--- config.mk ---
export PLATFORM = sky130hd
export DESIGN_NAME = tc_mul_flat
export DESIGN_NICKNAME = d
export VERILOG_FILES = /design/src/rtl/tc_mul_if.sv /design/src/rtl/tc_mul.sv /design/src/flat_wrapper.sv
export SDC_FILE = /design/constraint.sdc
export NUM_CORES = 1
export LEC_CHECK = 0
export BUFFER_PORTS_ARGS = -buffer_cell sky130_fd_sc_hd__buf_4
export CORE_ASPECT_RATIO = 1.75
export CORE_MARGIN = 5
export CORE_UTILIZATION = 60
export CTS_CLUSTER_DIAMETER = 200
export DETAILED_ROUTE_END_ITERATION = 8
export PLACE_DENSITY = 0.79
export SLEW_MARGIN = 30
export SYNTH_ARGS = -nofsm -noshare
export SYNTH_HDL_FRONTEND = slang
export SYNTH_SLANG_ARGS = --single-unit
--- constraint.sdc ---
create_clock -name clk -period 8.7 [get_ports clk]
set_input_delay 2.175 -clock clk [delete_from_list [all_inputs] [get_ports clk]]
set_output_delay 2.175 -clock clk [all_outputs]
set_load 0.02 [all_outputs]
--- src/rtl/tc_mul_if.sv ---
// tc_mul_if: operand/result bundle for the tc_mul multiplier.
//   master drives en_i, valid_i, rm_i, a_i, b_i and samples out_*;
//   slave (the multiplier) is the reverse.
//   en_i          pipeline enable, 0 = every stage holds
//   valid_i       a_i/b_i carry a product request
//   rm_i          rounding mode: 000 RNE, 001 RTZ, 010 RUP, 011 RDN, others RNE
//   a_i, b_i      {sign, exp[EXPWIDTH-1:0], frac[INPC-1:0]}
//   out_valid_o   result/flags hold a product
//   out_result_o  {sign, exp[EXPWIDTH-1:0], frac[PRECISION-1:0]}
//   out_fflags_o  {NV, DZ, OF, UF, NX}
interface tc_mul_if #(
  parameter int EXPWIDTH  = 5,
  parameter int INPC      = 10,
  parameter int PRECISION = 8
);
  logic                          en_i;
  logic                          valid_i;
  logic [2:0]                    rm_i;
  logic [EXPWIDTH+INPC:0]        a_i;
  logic [EXPWIDTH+INPC:0]        b_i;
  logic                          out_valid_o;
  logic [EXPWIDTH+PRECISION:0]   out_result_o;
  logic [4:0]                    out_fflags_o;

  modport master (
    output en_i, valid_i, rm_i, a_i, b_i,
    input  out_valid_o, out_result_o, out_fflags_o
  );

  modport slave (
    input  en_i, valid_i, rm_i, a_i, b_i,
    output out_valid_o, out_result_o, out_fflags_o
  );
endinterface

--- src/rtl/tc_mul.sv ---
// tc_mul: 2-stage pipelined floating-point multiplier feeding the tc_add tree.
//   Stage 1 decodes/classifies the operands (DAZ), multiplies significands,
//   sums exponents. Stage 2 normalises, rounds to PRECISION fraction bits,
//   handles overflow/underflow (FTZ) and specials, and registers the outputs.
//   clk    clock
//   rst_n  synchronous reset, active low; clears every register, beats en_i
//   bus    tc_mul_if.slave: en_i/valid_i/rm_i/a_i/b_i in, out_* out
module tc_mul #(
  parameter int EXPWIDTH  = 5,
  parameter int INPC      = 10,
  parameter int PRECISION = 8
) (
  input logic    clk,
  input logic    rst_n,
  tc_mul_if.slave bus
);
  localparam int STAGES = 2;
  localparam int PW     = 2*INPC+2;       // raw significand product width
  localparam int EW     = EXPWIDTH+2;     // signed exponent width
  localparam int OW     = EXPWIDTH+PRECISION+1;
  localparam int BIAS   = (1 << (EXPWIDTH-1)) - 1;
  localparam logic signed [EW-1:0] EMAX_S = EW'((1 << EXPWIDTH) - 1);
  localparam logic signed [EW-1:0] EZERO  = '0;

  typedef struct packed {
    logic                 sign;
    logic signed [EW-1:0] exp;
    logic [PW-1:0]        prod;
    logic [2:0]           rm;
    logic                 is_nan;
    logic                 nv;
    logic                 is_inf;
    logic                 is_zero;
  } s1_t;

  s1_t s1_d, s1_q;
  logic [STAGES:1] vld_pipe;
  logic [OW-1:0]   res_d, res_q;
  logic [4:0]      flg_d, flg_q;

  // ---------------- stage 1: decode / multiply ----------------
  logic                sa, sb;
  logic [EXPWIDTH-1:0] ea, eb;
  logic [INPC-1:0]     fa, fb;
  logic a_zero, b_zero, a_inf, b_inf, a_nan, b_nan, a_snan, b_snan, inf_x_zero;

  assign {sa, ea, fa} = bus.a_i;
  assign {sb, eb, fb} = bus.b_i;

  // exp==0 covers both true zero and subnormal (flushed to zero on input)
  assign a_zero = (ea == '0);
  assign b_zero = (eb == '0);
  assign a_inf  = (&ea) && (fa == '0);
  assign b_inf  = (&eb) && (fb == '0);
  assign a_nan  = (&ea) && (fa != '0);
  assign b_nan  = (&eb) && (fb != '0);
  assign a_snan = a_nan && !fa[INPC-1];
  assign b_snan = b_nan && !fb[INPC-1];
  assign inf_x_zero = (a_inf && b_zero) || (b_inf && a_zero);

  always_comb begin
    s1_d         = '0;
    s1_d.sign    = sa ^ sb;
    // modular EW-bit arithmetic gives the correct two's-complement exponent
    s1_d.exp     = EW'({2'b00, ea}) + EW'({2'b00, eb}) - EW'(BIAS);
    s1_d.prod    = PW'({1'b1, fa}) * PW'({1'b1, fb});
    s1_d.rm      = bus.rm_i;
    s1_d.is_nan  = a_nan || b_nan || inf_x_zero;
    s1_d.nv      = a_snan || b_snan || inf_x_zero;
    s1_d.is_inf  = (a_inf || b_inf) && !s1_d.is_nan;
    s1_d.is_zero = (a_zero || b_zero) && !s1_d.is_nan && !s1_d.is_inf;
  end

  // ---------------- stage 2: normalise / round / pack ----------------
  logic [PW-2:0]        norm;     // leading one dropped, fraction starts at MSB
  logic signed [EW-1:0] e_n, e_f;
  logic [PRECISION-1:0] frac_t;
  logic [PRECISION:0]   frac_r;
  logic                 g, s, inc, ovf, unf;
  logic [OW-1:0]        inf_v, max_v, nan_v;

  always_comb begin
    norm   = s1_q.prod[PW-1] ? s1_q.prod[PW-2:0] : {s1_q.prod[PW-3:0], 1'b0};
    e_n    = s1_q.exp + EW'(s1_q.prod[PW-1]);
    frac_t = norm[PW-2 -: PRECISION];
    g      = norm[PW-2-PRECISION];
    s      = |norm[PW-3-PRECISION:0];
    case (s1_q.rm)
      3'b001:  inc = 1'b0;
      3'b010:  inc = !s1_q.sign && (g || s);
      3'b011:  inc =  s1_q.sign && (g || s);
      default: inc = g && (s || frac_t[0]);
    endcase
    frac_r = {1'b0, frac_t} + {{PRECISION{1'b0}}, inc};
    // a carry-out leaves frac_r[PRECISION-1:0] at zero, only the exponent bumps
    e_f    = e_n + EW'(frac_r[PRECISION]);
    ovf    = (e_f >= EMAX_S);
    unf    = (e_f <= EZERO);

    inf_v  = {s1_q.sign, {EXPWIDTH{1'b1}}, {PRECISION{1'b0}}};
    max_v  = {s1_q.sign, {(EXPWIDTH-1){1'b1}}, 1'b0, {PRECISION{1'b1}}};
    nan_v  = {1'b0, {EXPWIDTH{1'b1}}, 1'b1, {(PRECISION-1){1'b0}}};

    res_d  = {s1_q.sign, e_f[EXPWIDTH-1:0], frac_r[PRECISION-1:0]};
    flg_d  = {4'b0000, g || s};
    if (s1_q.is_nan) begin
      res_d = nan_v;
      flg_d = {s1_q.nv, 4'b0000};
    end else if (s1_q.is_inf) begin
      res_d = inf_v;
      flg_d = '0;
    end else if (s1_q.is_zero) begin
      res_d = {s1_q.sign, {(OW-1){1'b0}}};
      flg_d = '0;
    end else if (ovf) begin
      flg_d = 5'b00101;
      case (s1_q.rm)
        3'b001:  res_d = max_v;
        3'b010:  res_d = s1_q.sign ? max_v : inf_v;
        3'b011:  res_d = s1_q.sign ? inf_v : max_v;
        default: res_d = inf_v;
      endcase
    end else if (unf) begin
      res_d = {s1_q.sign, {(OW-1){1'b0}}};
      flg_d = 5'b00011;
    end
  end

  // ---------------- registers ----------------
  always_ff @(posedge clk) begin
    if (!rst_n) begin
      s1_q     <= '0;
      vld_pipe <= '0;
      res_q    <= '0;
      flg_q    <= '0;
    end else if (bus.en_i) begin
      s1_q     <= s1_d;
      vld_pipe <= {vld_pipe[STAGES-1:1], bus.valid_i};
      res_q    <= res_d;
      flg_q    <= flg_d;
    end
  end

  assign bus.out_valid_o  = vld_pipe[STAGES];
  assign bus.out_result_o = res_q;
  assign bus.out_fflags_o = flg_q;
endmodule

--- src/flat_wrapper.sv ---
// flat-port wrapper written by rule: the top's interface ports become plain ports
module tc_mul_flat 
#(
  parameter int EXPWIDTH  = 5,
  parameter int INPC      = 10,
  parameter int PRECISION = 8
)
  (clk, rst_n, bus_en_i, bus_valid_i, bus_rm_i, bus_a_i, bus_b_i, bus_out_valid_o, bus_out_result_o, bus_out_fflags_o);
  tc_mul_if #(.EXPWIDTH(EXPWIDTH), .INPC(INPC), .PRECISION(PRECISION)) bus_i ();
  input logic clk;
  input logic rst_n;
  input wire logic [$bits(bus_i.en_i)-1:0] bus_en_i;
  input wire logic [$bits(bus_i.valid_i)-1:0] bus_valid_i;
  input wire logic [$bits(bus_i.rm_i)-1:0] bus_rm_i;
  input wire logic [$bits(bus_i.a_i)-1:0] bus_a_i;
  input wire logic [$bits(bus_i.b_i)-1:0] bus_b_i;
  output wire logic [$bits(bus_i.out_valid_o)-1:0] bus_out_valid_o;
  output wire logic [$bits(bus_i.out_result_o)-1:0] bus_out_result_o;
  output wire logic [$bits(bus_i.out_fflags_o)-1:0] bus_out_fflags_o;
  assign bus_i.en_i = bus_en_i;
  assign bus_i.valid_i = bus_valid_i;
  assign bus_i.rm_i = bus_rm_i;
  assign bus_i.a_i = bus_a_i;
  assign bus_i.b_i = bus_b_i;
  assign bus_out_valid_o = bus_i.out_valid_o;
  assign bus_out_result_o = bus_i.out_result_o;
  assign bus_out_fflags_o = bus_i.out_fflags_o;
  tc_mul #(.EXPWIDTH(EXPWIDTH), .INPC(INPC), .PRECISION(PRECISION)) u_core (.clk(clk), .rst_n(rst_n), .bus(bus_i));
endmodule
# Word-level counts from Yosys, hierarchy flattened
# Cells that the tools add are included.
# op_classes
mux	15
multipliers	1
bitwise	1
n_reduce_logical	37
n_eq_ne	3
order_cmp	2
n_addsub	5
# op_table
cell	count
two-way mux 14 bit	6
one-hot mux 14 bit (3 select lines)	1
multiplier 11 x 11 -> 22 bit	1
two-way mux 21 bit	1
zero test 10 bit	2
two-way mux 5 bit	4
nonzero test 10 bit	2
adder 7 x 1 -> 7 bit	2
logical AND 1 bit	14
two-way mux 13 bit	1
OR reduction 12 bit	1
zero test 5 bit	2
AND reduction 5 bit	2
adder 8 x 1 -> 9 bit	1
logical OR 1 bit	9
>= comparator 7 x 6 -> 1 bit (second input constant)	1
less-or-equal comparator 7 x 1 -> 1 bit (second input constant)	1
subtractor 7 x 4 -> 7 bit (second input constant)	1
adder 5 x 5 -> 6 bit	1
== test 3 x 2 -> 1 bit (second input constant)	2
zero test 1 bit	5
== test 3 x 1 -> 1 bit (second input constant)	1
one-hot mux 1 bit (3 select lines)	1
two-way mux 2 bit	1
XOR 1 bit	1
# totals
elab_cells	75
input_bits	39
reg_bits	58
out_inout_bits	20

# Longest topological paths before layout
# depth
ltp_word	13
ltp_mapped	20

# Least setup slack after synthesis
# No wires, ideal clock.
# synth_timing
path_type	input to register
startpoint	in bus_a_i[1]
endpoint	reg u_core.s1_q[25] (netlist name)
path_buffers	1
required_ps	8583
setup_ps	117
slack_ps	1836
cell_stages	18
arrival_time_ps	6746
path_cell_list	clkbuf_1 > and2_1 > fa_1 > inv_1 > fa_1 > inv_1 > fa_1 > inv_1 > fa_1 > inv_1 > fa_1 > ha_1 > a21oi_1 > nand2_1 > a21oi_1 > a21oi_1 > or3_1 > a32o_1
# synth_between
elab_chain_cells	1
# synth_lines
element	line	text
from (decl)	flat_wrapper.sv:15	input wire logic [$bits(bus_i.a_i)-1:0] bus_a_i;
multiplier 11 x 11 -> 22 bit	tc_mul.sv:66	s1_d.prod = PW'({1'b1, fa}) * PW'({1'b1, fb});
to (signal assigned)	tc_mul.sv:132	s1_q <= '0;
to (signal assigned)	tc_mul.sv:137	s1_q <= s1_d;
to (decl)	tc_mul.sv:36	s1_t s1_d, s1_q;
# No other way between the ends.
# A chain may end at the register's enable or synchronous reset.

# Final worst setup path
# layout_timing
startpoint	in bus_a_i[1]
endpoint	reg u_core.s1_q[28] (netlist name)
# Same word-level chain as after synthesis.

==> flow_summary_export.csv <==
group,metric,value,unit
power_and_ir_drop,power_switching,0.001023,W
clock_tree,root_buffer,"clkbuf_16",
sta,period_needed,6925,ps
drt,wl,16910,µm
sta,max_freq,144.4,MHz
grt,grtUsageMet2,47.09,%
logic_synthesis,synth_fp_nets,1017,
logic_synthesis,synth-seq-cells,57,
drt,viasPerCell,6.017,
drt,drt_pass1_iterations,5,
clock_tree,htreeDepth,3,
placement,hpwl,13650,µm
clock_tree,cts.sink_count,57,
run,cap_violations,0,
power_and_ir_drop,power.leakage,3.712,nW
clock_tree,hold_buffers,0,
hold_path,hold_class,"register to register",
worst_setup_path,worstReg2RegEnd,"u_core.bus.out_result_o[8]$_SDFFE_PN0P_",
grt,grt_overflow_total,0,
power_and_ir_drop,p_comb_share,67.8,%
drt,dr_total_vias,5945,
layout,antennaDiodeCount,0,
logic_synthesis,yosys_most_used_dff,"dfxtp_1",
grt,antenna_found_initial,0,
sta,slew_headroom,50.66,%
sta,report.final.slew_viol_count,0,
clock_tree,clockBufferDepth,2,
floorplanning,die_h,154.3,µm
clock_tree,cts_tree,"built",
worst_setup_path,required,8920,ps
sta,worst_slew_pin_slew,739.0,ps
worst_setup_path,endpoint,"u_core.s1_q[28]$_SDFFE_PN0P_",
logic_synthesis,syn_avg_cell_area,8.633,µm²
layout,final_cells,988,
grt,grt_pass1_wl,29530,µm
worst_setup_path,slowest_delay,540,ps
worst_setup_path,critical_path.startpoint_type,"primary input",
drt,drc,0,
clock_tree,numCtsBuffers,9,
logic_synthesis,syn-instance-count,827,
worst_setup_path,path_cells,"buf_4, and2_1, fa_1, inv_1, fa_1, inv_1, fa_1, inv_1, fa_1, inv_1, fa_1, ha_1, a21oi_1, nand2_1, o2111ai_2, a21oi_2, or3_1, a32o_1",
floorplanning,io_pins,59,
logic_synthesis,synth_warnings,0,
clock_tree,cts_resized,0,
floorplanning,start_util,61.30,%
logic_synthesis,synthesis.area,7139,µm²
clock_tree,post_cts_buffers,0,
sta,finalHoldViolCount,0,
power_and_ir_drop,p_seq_share,16.5,%
logic_synthesis,synth_edf_count,0,
grt,grt_busiest_layer,"met2",
grt,grt_max_degree,50,
power_and_ir_drop,power_density,282.3,nW/µm²
logic_synthesis,synth_common_cells,"nand2_1, inv_1, fa_1",
grt,grt_util_met1,28.24,%
placement,io_buffers,57,
worst_setup_path,ff2ff_path_depth,16,
worst_setup_path,startpoint,"bus_a_i[1]",
power_and_ir_drop,peakVddDrop,0.1788,mV
drt,post_drt_wl_per_cell,17.11,µm
logic_synthesis,synth_top_area_share,22.99,%
placement,gp_congestion,0.8936,
logic_synthesis,synth.most_common_cell,"nand2_1",
floorplanning,num_rows,52,
worst_setup_path,cp_common_cell,"fa_1",
hold_path,min_path_cells,2,
power_and_ir_drop,swShare,46.21,%
logic_synthesis,async_flop_share,0,%
floorplanning,die_area,14270,µm²
worst_setup_path,reg2reg_slack,3910,ps
sta,clock-skew-final,3.364,ps
logic_synthesis,yosys.area.top_type,"fa_1",
drt,initialDrtViolationCount,326,
sta,setup_viol,0,
placement,placedCellCount,972,
layout,n_fill_cell,951,
layout,area_growth,9.832,%
grt,grt_pass1_vias,6415,
clock_tree,worstSkewPairLatency,330,ps
logic_synthesis,ys_types,67,
layout,drive_above_1_share,10.20,%
sta,setup_tns,0,ps
floorplanning,coreArea,11650,µm²
power_and_ir_drop,p_int,0.001191,W
sta,rsz0062_at_grt,"no",
logic_synthesis,ys_top_cells_by_area,"fa_1, dfxtp_1, ha_1",
logic_synthesis,ys_seq_area_share,15.98,%
clock_tree,cts.clk_slew.worst_paths,50,ps
worst_setup_path,end_kind,"register",
drt,ant_nets,0,
floorplanning,die_w,92.46,µm
run_status,status,"finished clean",
grt,track_usage,25.20,%
power_and_ir_drop,pwr-share-clk,15.7,%
worst_setup_path,crit_slowest_cell,"fa_1",
grt,grt_use_met3,2.820,%
worst_setup_path,critPathKind,"primary input to register",
layout,nNetsFinal,1038,
worst_setup_path,critPathMaxFanout,12,
worst_setup_path,r2r-start,"u_core.s1_q[28]$_SDFFE_PN0P_",
worst_setup_path,cp.arrival,7140,ps
sta,finalCritPeriodShare,79.60,%
-- per-layer routing --
layer | up-vias | share of wire, %
met5 | - | 0
met4 | 0 | 3.8
met3 | 44 | 3.4
met2 | 168 | 55
met1 | 2920 | 38
li1 | 2813 | -
-- power groups by stage --
stage	logic (W)	registers [W]	clock network [W]
2_1_floorplan	0.00116	0.000347	0
3_3_place_gp	0.00142	0.000365	0
3_5_place_dp	0.00148	0.000368	0
4_1_cts	0.00149	0.000363	0.000353
5_1_grt	0.00171	0.000371	0.000363
6_report	0.00150	0.000365	0.000347
-- flip-flops by register name, indices dropped and copies added (netlist names) --
name / flops
u_core.s1_q: 36
u_core.bus.out_result_o: 14
u_core.vld_pipe: 2
u_core.bus.out_fflags_o: 4
u_core.inf_v: 1
-- worst min-delay path by stage --
stage	from	to	slack, ps
finish	u_core.bus.out_result_o[4]$_SDFFE_PN0P_	u_core.bus.out_result_o[4]$_SDFFE_PN0P_	460
global route	u_core.bus.out_result_o[5]$_SDFFE_PN0P_	u_core.bus.out_result_o[5]$_SDFFE_PN0P_	490
CTS	u_core.bus.out_result_o[6]$_SDFFE_PN0P_	u_core.bus.out_result_o[6]$_SDFFE_PN0P_	460
detailed placement	u_core.bus.out_result_o[6]$_SDFFE_PN0P_	u_core.bus.out_result_o[6]$_SDFFE_PN0P_	450
global placement	u_core.bus.out_result_o[4]$_SDFFE_PN0P_	u_core.bus.out_result_o[4]$_SDFFE_PN0P_	440
floorplan	u_core.s1_q[19]$_SDFFE_PN0P_	u_core.s1_q[19]$_SDFFE_PN0P_	440
-- critical path: cells and delay by family --
kind | cells | cell delay (ps)
adders and majority gates | 6 | 2940
AOI/OAI and AO/OA | 4 | 970
and+or+nand+nor | 3 | 660
buffers and inverters | 5 | 380
-- stage by stage --
step	hold WS (ps)	cell area (µm²)	power (W)	setup WS, ps	util [%]
floorplan	437.8	7139	0.001510	1836	-
global placement	439.7	7543	0.001788	1601	64.77
detailed placement	450.4	7543	0.001847	1489	64.77
CTS	462.5	7841	0.002208	1816	67.33
global route	491.8	7841	0.002441	1522	67.33
finish	457.2	7841	0.002214	1775	67.33
-- placed cells by master (no fill, tap or decap), types with 3 or more instances in the layout --
cell type   n
nand2b_1    8
nor2_1     25
a21oi_1    36
nand3_1    14
buf_4      58
o21ai_0    40
a311oi_1    3
a21o_1      8
dfxtp_1    57
nand4_1     6
clkbuf_16   9
a32o_1      5
o211a_1     7
nand2_1    91
xnor2_1    17
xor2_1      6
nor3b_1     6
nor3_1      7
and3_1     10
mux2_2      3
nor4_1      7
o211ai_1    5
ha_1       69
a31oi_1     8
inv_1      88
nor2b_1    24
nand3b_1    5
fa_1       82
a21boi_0    4
mux2i_1    14
o21a_1      8
o22ai_1     3
and2_1     64
or3_1       7
-- cells by family after synthesis --
| kind of cell | count (synthesis) | share of synthesized area (%) |
|---|---|---|
| AO/OA/AOI/OAI | 153 | 14.32 |
| XOR/XNOR | 25 | 3.277 |
| adder cells (fa/ha/maj) | 151 | 35.09 |
| buffers and inverters | 136 | 7.431 |
| flip-flops | 57 | 15.98 |
| multiplexers | 17 | 2.436 |
| other | 1 | 0.05253 |
| AND/OR/NAND/NOR | 287 | 21.42 |
-- area by class of cell --
| cell class | count | area, µm² | area share (%) |
|---|---|---|---|
| multi-input cells | 634 | 5468 | 69.73 |
| flip-flops and latches | 57 | 1141 | 14.55 |
| repair buffers | 58 | 435.4 | 5.553 |
| inverters | 88 | 330.3 | 4.213 |
| clock buffers | 11 | 242.7 | 3.096 |
| well taps | 135 | 168.9 | 2.154 |
| clock inverters | 5 | 55.05 | 0.7021 |
(Power assumes the default switching activity.)
